===== src/rtl/list_cache_pkg.sv =====
// Shared constants, width helper and slot layout for the list stream cache.
package list_cache_pkg;

    localparam int LAST_BIT = 0;

    // $clog2 that never returns 0, so one-entry ranges still get a 1-bit pointer.
    function automatic int clog2_min1(input int n);
        return (n <= 2) ? 1 : $clog2(n);
    endfunction

    // Slot layout for the default geometry (3 payload words of 32 bits).
    localparam int DEF_DW = 32;
    localparam int DEF_PW = 3;
    typedef struct packed {
        logic                           last;
        logic [DEF_PW-1:0][DEF_DW-1:0]  words;
    } slot_t;

endpackage


===== src/rtl/list_stream_cache_if.sv =====
// Packet-in / word-out bus of the list stream cache.
// Handshake: a packet moves on i_valid && o_ready, a word moves on o_valid && i_ready,
// both at the rising edge; a producer holding valid keeps its data stable until the transfer.
interface list_stream_cache_if #(
    parameter int DW = 32,
    parameter int FS = 4,
    parameter int BS = 2
);
    localparam int CW = $clog2(BS + 1);

    logic              i_flush;
    logic [FS*DW-1:0]  IN;
    logic              i_valid;
    logic              o_ready;
    logic [DW-1:0]     OUT;
    logic              o_last;
    logic              o_valid;
    logic              i_ready;
    logic [CW-1:0]     o_count;

    modport slave  (input  i_flush, IN, i_valid, i_ready,
                    output o_ready, OUT, o_last, o_valid, o_count);
    modport master (output i_flush, IN, i_valid, i_ready,
                    input  o_ready, OUT, o_last, o_valid, o_count);
endinterface


===== src/rtl/list_slot_ring.sv =====
// BS-slot packet ring: write/read slot pointers, occupancy count and a word-select read port.
module list_slot_ring
    import list_cache_pkg::*;
#(
    parameter int DW = 32,
    parameter int FS = 4,
    parameter int BS = 2,
    localparam int PW = FS - 1,
    localparam int SW = clog2_min1(BS),
    localparam int WW = clog2_min1(PW),
    localparam int CW = $clog2(BS + 1)
) (
    input  logic             CLK,
    input  logic             RESET,
    input  logic             clear,
    input  logic             push,
    input  logic [PW*DW-1:0] push_data,
    input  logic             push_last,
    input  logic             pop,
    input  logic [WW-1:0]    rd_wsel,
    output logic [DW-1:0]    rd_word,
    output logic             rd_last,
    output logic [CW-1:0]    count
);

    typedef struct packed {
        logic                   last;
        logic [PW-1:0][DW-1:0]  words;
    } ring_slot_t;

    ring_slot_t     mem [BS];
    logic [SW-1:0]  wr_ptr;
    logic [SW-1:0]  rd_ptr;

    // Explicit compare so non-power-of-two depths wrap at BS-1.
    function automatic logic [SW-1:0] ptr_inc(input logic [SW-1:0] p);
        return (p == SW'(BS - 1)) ? '0 : p + SW'(1);
    endfunction

    always_ff @(posedge CLK) begin
        if (push) begin
            mem[wr_ptr].last  <= push_last;
            mem[wr_ptr].words <= push_data;
        end
    end

    always_ff @(posedge CLK) begin
        if (RESET || clear) begin
            wr_ptr <= '0;
            rd_ptr <= '0;
            count  <= '0;
        end else begin
            if (push) wr_ptr <= ptr_inc(wr_ptr);
            if (pop)  rd_ptr <= ptr_inc(rd_ptr);
            case ({push, pop})
                2'b10:   count <= count + CW'(1);
                2'b01:   count <= count - CW'(1);
                default: count <= count;
            endcase
        end
    end

    assign rd_word = mem[rd_ptr].words[rd_wsel];
    assign rd_last = mem[rd_ptr].last;

endmodule


===== src/rtl/list_stream_cache.sv =====
// Packet-to-word streaming cache: buffers packets in a slot ring and streams payload words
// through a single registered, backpressure-safe output stage.
module list_stream_cache
    import list_cache_pkg::*;
#(
    parameter int DW = 32,
    parameter int FS = 4,
    parameter int BS = 2
) (
    input  logic               CLK,
    input  logic               RESET,
    list_stream_cache_if.slave bus
);

    localparam int PW = FS - 1;
    localparam int WW = clog2_min1(PW);
    localparam int CW = $clog2(BS + 1);

    logic [WW-1:0] wptr;
    logic [CW-1:0] count;
    logic [DW-1:0] rd_word;
    logic          rd_last;
    logic          push, pop, load, have_data, word_end;
    logic [DW-1:0] out_q;
    logic          last_q, valid_q;
    logic          unused_hdr;

    assign unused_hdr = ^bus.IN[DW-1:1];

    // Ready comes from the registered count only; a pop never frees a slot in the same cycle.
    assign bus.o_ready = !bus.i_flush && (count < CW'(BS));
    assign push        = bus.i_valid && bus.o_ready;
    assign load        = !valid_q || bus.i_ready;
    assign have_data   = (count != '0);
    assign word_end    = (wptr == WW'(PW - 1));
    assign pop         = load && have_data && word_end && !bus.i_flush;

    list_slot_ring #(.DW(DW), .FS(FS), .BS(BS)) u_ring (
        .CLK       (CLK),
        .RESET     (RESET),
        .clear     (bus.i_flush),
        .push      (push),
        .push_data (bus.IN[FS*DW-1:DW]),
        .push_last (bus.IN[LAST_BIT]),
        .pop       (pop),
        .rd_wsel   (wptr),
        .rd_word   (rd_word),
        .rd_last   (rd_last),
        .count     (count)
    );

    always_ff @(posedge CLK) begin
        if (RESET || bus.i_flush) begin
            out_q   <= '0;
            last_q  <= 1'b0;
            valid_q <= 1'b0;
            wptr    <= '0;
        end else if (load) begin
            if (have_data) begin
                out_q   <= rd_word;
                last_q  <= rd_last && word_end;
                valid_q <= 1'b1;
                wptr    <= word_end ? '0 : wptr + WW'(1);
            end else begin
                last_q  <= 1'b0;
                valid_q <= 1'b0;
            end
        end
    end

    assign bus.OUT     = out_q;
    assign bus.o_last  = last_q;
    assign bus.o_valid = valid_q;
    assign bus.o_count = count;

endmodule


===== src/flat_wrapper.sv =====
// flat-port wrapper written by rule: the top's interface ports become plain ports
module list_stream_cache_flat import list_cache_pkg::*;
#(
    parameter int DW = 32,
    parameter int FS = 4,
    parameter int BS = 2
)
  (CLK, RESET, bus_i_flush, bus_IN, bus_i_valid, bus_i_ready, bus_o_ready, bus_OUT, bus_o_last, bus_o_valid, bus_o_count);
  list_stream_cache_if #(.DW(DW), .FS(FS), .BS(BS)) bus_i ();
  input  logic CLK;
  input  logic RESET;
  input wire logic [$bits(bus_i.i_flush)-1:0] bus_i_flush;
  input wire logic [$bits(bus_i.IN)-1:0] bus_IN;
  input wire logic [$bits(bus_i.i_valid)-1:0] bus_i_valid;
  input wire logic [$bits(bus_i.i_ready)-1:0] bus_i_ready;
  output wire logic [$bits(bus_i.o_ready)-1:0] bus_o_ready;
  output wire logic [$bits(bus_i.OUT)-1:0] bus_OUT;
  output wire logic [$bits(bus_i.o_last)-1:0] bus_o_last;
  output wire logic [$bits(bus_i.o_valid)-1:0] bus_o_valid;
  output wire logic [$bits(bus_i.o_count)-1:0] bus_o_count;
  assign bus_i.i_flush = bus_i_flush;
  assign bus_i.IN = bus_IN;
  assign bus_i.i_valid = bus_i_valid;
  assign bus_i.i_ready = bus_i_ready;
  assign bus_o_ready = bus_i.o_ready;
  assign bus_OUT = bus_i.OUT;
  assign bus_o_last = bus_i.o_last;
  assign bus_o_valid = bus_i.o_valid;
  assign bus_o_count = bus_i.o_count;
  list_stream_cache #(.DW(DW), .FS(FS), .BS(BS)) u_core (.CLK(CLK), .RESET(RESET), .bus(bus_i));
endmodule

===== config.mk =====
export PLATFORM = sky130hd
export DESIGN_NAME = list_stream_cache_flat
export DESIGN_NICKNAME = d
export VERILOG_FILES = /design/src/rtl/list_cache_pkg.sv /design/src/rtl/list_stream_cache_if.sv /design/src/rtl/list_slot_ring.sv /design/src/rtl/list_stream_cache.sv /design/src/flat_wrapper.sv
export SDC_FILE = /design/constraint.sdc
export NUM_CORES = 1
export LEC_CHECK = 0
export CORE_MARGIN = 2
export CORE_UTILIZATION = 40
export CTS_CLUSTER_SIZE = 14
export DETAILED_ROUTE_END_ITERATION = 10
export GPL_ROUTABILITY_DRIVEN = 0
export MAX_ROUTING_LAYER = met4
export PLACE_DENSITY_LB_ADDON = 0.08
export SLEW_MARGIN = 20
export SYNTH_ARGS = -nofsm -noshare
export SYNTH_HDL_FRONTEND = slang
export SYNTH_HIERARCHICAL = 1
export SYNTH_SLANG_ARGS = --single-unit

===== constraint.sdc =====
create_clock -name CLK -period 18.4 [get_ports CLK]
set_clock_uncertainty 0.2 [all_clocks]
set_input_delay 4.6 -clock CLK [delete_from_list [all_inputs] [get_ports CLK]]
set_output_delay 4.6 -clock CLK [all_outputs]
set_load 0.01 [all_outputs]

After elaboration in Yosys (flattened, before gate mapping). Memories as Yosys holds them, arrays and structs flattened. A register that Yosys moved wholly into a read port is not among the register bits. Index checks and enable logic that the tools add are counted.

Add/subtract/negate cells: 5. Magnitude comparators: 2. Equal/unequal tests: 3. Muxes and demuxes: 12. Reductions and logical operators: 13.

Operators by type and width (count): $bmux 32 s2 (1); $mux 32 (1); $mux 1 (8); $logic_and 1x1->1 (6); $add 2x1->2 const B (2); $eq 2x2->1 const B (2); $pmux 2 s2 (1); $reduce_bool 2->1 (2); $lt 2x3->1 const B (1); $add 1x1->1 const B (2); $eq 2x1->1 const B (1); $logic_not 1->1 (2); $logic_or 1x1->1 (2); $lt 2x2->1 const B (1); $mux 2 (1); $reduce_and 2->1 (1); $sub 2x1->2 const B (1).

Bits in registers: 40. Bits in writable memories: 194. Input port bits: 133. Word-level logic and storage cells: 43. Memories kept: 1.

Memories: u_core.u_ring.mem (words 2, bits a word 97, rd ports 1, clocked after Yosys merged registers in 1, write ports 1, line list_slot_ring.sv:31) `ring_slot_t mem [BS];`.

Longest topological paths before layout.
Depth after elaboration: 7. Gate-level depth with buffers: 8. Mapped depth without buffers: 7.

Hierarchy. The synthesis kept the hierarchy.

By module, submodules not included: list_slot_ring (instances 1, cells each 398, area an instance 7659.8 sq um, sequential area each 5925.7 sq um); list_stream_cache (instances 1, cells each 172, area an instance 1426.4 sq um, sequential area each 720.7 sq um).

Worst setup path after synthesis. OpenSTA, ideal clock, no wires.

Path kind: input-to-reg. From: in bus_i_flush. To: mem u_core/u_ring/mem[0][0] in the netlist's numbering (enable). Arrival: 9.112 ns. Setup slack: 8.533 ns. Stages: 4. Buffers on the path: 0. Cell sequence: nor2_1 and2_1 inv_1 nor2_1.

Cells in the longest elaborated chain, start to end: 5.

Ends and longest elaborated chain: start, declared (line flat_wrapper.sv:12) `input wire logic [$bits(bus_i.i_flush)-1:0] bus_i_flush;`; $logic_not 1->1 (line list_stream_cache.sv:31) `assign bus.o_ready = !bus.i_flush && (count < CW'(BS));`; $logic_and 1x1->1 (line list_stream_cache.sv:31); $logic_and 1x1->1 (line list_stream_cache.sv:32) `assign push = bus.i_valid && bus.o_ready;`; net u_core.push (line list_stream_cache.sv:23) `logic push, pop, load, have_data, word_end;`; $mux 1 (line list_slot_ring.sv:41) `if (push) begin`; $mux 1 (not written as such) (line list_slot_ring.sv:43) `mem[wr_ptr].words <= push_data;`; end, declared (line list_slot_ring.sv:31).

The timed path passes the listed nets, and every way through them passes these cells.

Final worst setup path.
From: in bus_i_flush. To: out bus_o_ready.

Cells in the longest elaborated chain, start to end: 2.

Ends and longest elaborated chain: $logic_not 1->1 (line list_stream_cache.sv:31); $logic_and 1x1->1 (line list_stream_cache.sv:31); end, declared (line flat_wrapper.sv:16) `output wire logic [$bits(bus_i.o_ready)-1:0] bus_o_ready;`.

Every way passes these cells.

==> metrics.md <==
| Metric | Value |
|---|---|
| Status | `finished clean` |
| Setup bufs post-CTS | `0` |
| Synth area leaders | `edfxtp_1 64%, dfxtp_1 9.0%, mux2i_1 7.1%, o221ai_1 3.0%, mux2_4 2.8%` |
| Final critical-path setup slack | `slightly below 8 ns` |
| Hold path cells | `2` |
| Arr. time, crit path | `slightly below 6 ns` |
| Die Area | `23900 sq um` |
| Fillcell total | `approximately 1900` |
| Worst Hold End | `u_core/bus.OUT[13]$_SDFFE_PP0P_` |
| All-Layer GR Usage | `around 18%` |
| Slowest-stage cell, CP | `clkdlybuf4s50_1` |
| Clock H-tree levels | `1` |
| Final hold violations | `0` |
| IR drop worst, VDD | `0.0000639 V` |
| Clk Latency, worst-skew pair | `between 0.5 and 0.6 ns` |
| FF-to-FF End | `u_core/bus.OUT[30]$_SDFFE_PP0P_` |
| DRT antenna net count | `0` |
| Setup CP Type | `input pin to output port` |
| Tmin final | `10.68 ns` |
| Register-to-Register Setup Slack | `15.46 ns` |
| Area of the multi-input gates | `between 2000 and 2500 sq um` |
| Routed WL | `21000 microns` |
| Post-Synth Adder-Cell Area | `0.138%` |
| Core area | `22400 sq um` |
| Vias in the first global route | `~5500` |
| Yosys top cell area share | `between 60% and 70%` |
| Cell Area, Synth | `between 9000 and 10000 sq um` |
| DRT Pass-1 Iters | `4` |
| Critical Path RT | `roughly 14 ns` |
| PD cells | `101 nW/um^2` |
| CTS root buf | `clkbuf_16` |
| Residual DRC count | `0` |
| Initial antenna violation count | `0` |
| Reg area | `about 6700 sq um` |
| Buffers plus inverters on the worst setup path | `2` |
| DIE HEIGHT | `155 microns` |
| First-pass GRT wire length | `approximately 32000 microns` |
| Total CTS buffers | `26` |
| Mux cell area share after synthesis | `a little under an eighth` |
| Slew Viols, Final | `0` |
| Worst Hold Slack | `roughly 0.28 ns` |
| Max incr delay on CP | `~0.56 ns` |
| Hold-fix buffers at CTS | `0` |
| Leading area contributor after synthesis | `edfxtp_1` |
| Share of layout cells above drive strength 1 | `between 10% and 20%` |
| FP Rows | `55` |
| Yosys warnings | `6` |
| Via/cell ratio | `5.26` |
| Hold Crit Class | `register to register` |
| Main combinational cell family by area after synthesis | `multiplexers` |
| CP cell instances | `clkdlybuf4s50_1 -> nor2_1 -> clkdlybuf4s50_1` |
| I/O Buffers | `138` |
| Most frequent CP cell | `clkdlybuf4s50_1` |
| Count of cell types in the netlist | `36` |
| Initial core utilization | `40.5%` |
| Max clock buf depth | `3` |
| CP Launch Type | `input pin` |
| Setup TNS | `0 ns` |
| Antenna cells | `0` |
| Post-Synth XOR/XNOR Area | `less than 1%` |
| Post-synthesis instance total | `570` |
| Placement Setup Slack | `7.71 ns` |
| DP Wirelength | `between 10000 and 15000 microns` |
| Overflow after GRT | `0` |
| Routed WL per cell | `20.8 microns` |
| CP top delay family | `buffers and inverters` |
| DRT iter0 DRCs | `about 290` |
| NumNets Final | `about 840` |
| Worst-Margin Slew | `roughly 1.1 ns` |
| Die Width | `between 150 and 200 microns` |
| Syn_nets | `704` |
| Seq cells post-synth | `235` |
| Fmax | `approximately 94 MHz` |
| Vias post-DR | `around 5300` |
| CTS tree | `built` |
| Reg2reg path depth | `5` |
| Cts repair resizes | `0` |
| Crit path max fanout | `8` |
| Final period util | `between 50% and 60%` |
| P_leak | `3.68 nW` |
| Reg clk slew, reported paths | `roughly 0.050 ns` |
| Clock Sinks | `approximately 240` |
| Hold Path Origin | `u_core/bus.OUT[13]$_SDFFE_PP0P_` |
| Largest net degree at the start of global routing | `a little under 60` |
| RSZ-0062 raised after global routing | `false` |
| Area grow syn2layout | `26.8%` |
| I/O pin total | `170` |
| Max Cap Viol | `0` |
| Sequential share of the synthesized area | `73.1%` |
| Crit end category | `output port` |
| Avg Cell Area, Syn | `~16 sq um` |
| Final setup violation count | `0` |
| Synth Area in Compound Gates | `between 7 and 8%` |
| Synth Area in Simple Gates | `under 10%` |
| Max_slew headroom | `~28%` |
[layout make-up]
type                       instances  area share, %
clock buffer                      40           6.72
clock inverter                     8          0.782
inverter                           1         0.0326
multi-input combinational        295           19.3
sequential                       235           57.7
tap                              285           3.09
timing repair buffer             143           12.3
[Yosys cell counts]
master / count
edfxtp_1: 194
mux2i_1: 64
dfxtp_1: 41
a21oi_1: 36
nand2_1: 34
nand3_1: 32
o221ai_1: 31
buf_2: 25
o21ai_0: 24
mux2_4: 17
mux2_2: 15
o21ai_1: 11
buf_4: 5
nor3_1: 5
buf_6: 4
nor2_1: 4
nand2b_1: 3
xnor2_1: 3
and2_1: 2
clkbuf_2: 2
clkbuf_4: 2
or2_2: 2
a211oi_1: 1
clkbuf_1: 1
ha_1: 1
inv_1: 1
mux2_1: 1
nand4_1: 1
nand4b_1: 1
nor2_2: 1
nor2b_1: 1
nor2b_4: 1
o221ai_2: 1
or3_1: 1
or4_1: 1
xor2_1: 1
[flip-flops by register name, summed over array words and instances, names as in the netlist, named ones only]
name	cells
u_core/u_ring/mem	194
u_core/bus.OUT	32
u_core/u_ring/count	2
u_core/wptr	2
u_core/bus.o_last	1
u_core/bus.o_valid	1
u_core/u_ring/rd_ptr	1
u_core/u_ring/wr_ptr	1
[worst max path at each step]
stage / from / end / slack (ns) / cells after the start
3_3_place_gp: bus_i_flush / bus_o_ready / 7.73 / 3
3_5_place_dp: bus_i_flush / bus_o_ready / 7.71 / 3
6_report: bus_i_flush / bus_o_ready / 7.72 / 3
5_1_grt: bus_i_flush / bus_o_ready / 7.64 / 3
4_1_cts: bus_i_flush / bus_o_ready / 7.70 / 3
2_1_floorplan: bus_i_flush / u_core/u_ring/mem[0][0]$_DFFE_PP_ / 8.53 / 4
[tightest hold or removal path, stage by stage, from the launching register on]
cell,delay (ns)
dfxtp_1,0.31
o21ai_0,0.06
a21oi_1,0.06
[placed cells by master, fill, tap and decap left out, types with 2 or more instances in the layout]
| cell | instances |
|---|---|
| a21oi_1 | 36 |
| buf_4 | 5 |
| bufinv_16 | 2 |
| clkbuf_1 | 8 |
| clkbuf_16 | 27 |
| clkbuf_8 | 5 |
| clkdlybuf4s50_1 | 138 |
| clkinv_1 | 3 |
| clkinv_2 | 2 |
| dfxtp_1 | 39 |
| edfxtp_1 | 194 |
| mux2_2 | 15 |
| mux2_4 | 17 |
| mux2i_1 | 64 |
| nand2_1 | 34 |
| nand2b_2 | 3 |
| nand3_1 | 32 |
| nor2_1 | 2 |
| nor2_4 | 3 |
| nor3_1 | 5 |
| o21ai_0 | 24 |
| o21ai_1 | 11 |
| o221ai_1 | 31 |
| or2_2 | 2 |
| xnor2_1 | 3 |
[per-stage QoR]
step                      cell area [sq um]  util, %  instances  power [mW]
final                                 11500     51.4       1007        1.17
after global routing                  11500     51.4       1007        1.20
after CTS                             11500     51.4       1007        1.18
after detailed placement              10700     47.5        959       0.663
after global placement                10700     47.5        959       0.661
after floorplan                        9090        -        570       0.629
[layer usage]
layer | track usage [%] | wire (microns) | vias up
li1 | - | - | 2480
met1 | 23.4 | 9210 | 2631
met2 | 29.0 | 10200 | 146
met3 | 3.08 | 1010 | 35
met4 | 4.98 | 523 | 0
met5 | - | 0 | -
[power breakdown]
part | total, mW | switching (mW) | leakage [nW] | internal [mW]
combinational | 0.0564 | 0.0251 | 1.14 | 0.0312
sequential | 0.594 | 0.00412 | 2.11 | 0.590
clock | 0.515 | 0.198 | 0.423 | 0.316
[kinds of logic after synthesis]
group,count (synthesis)
buf+inv,40
xor+xnor,4
compound gates,104
flops,235
simple gates,89
mux,97
fa+ha+maj,1
Power figures use the tool's default switching activity.
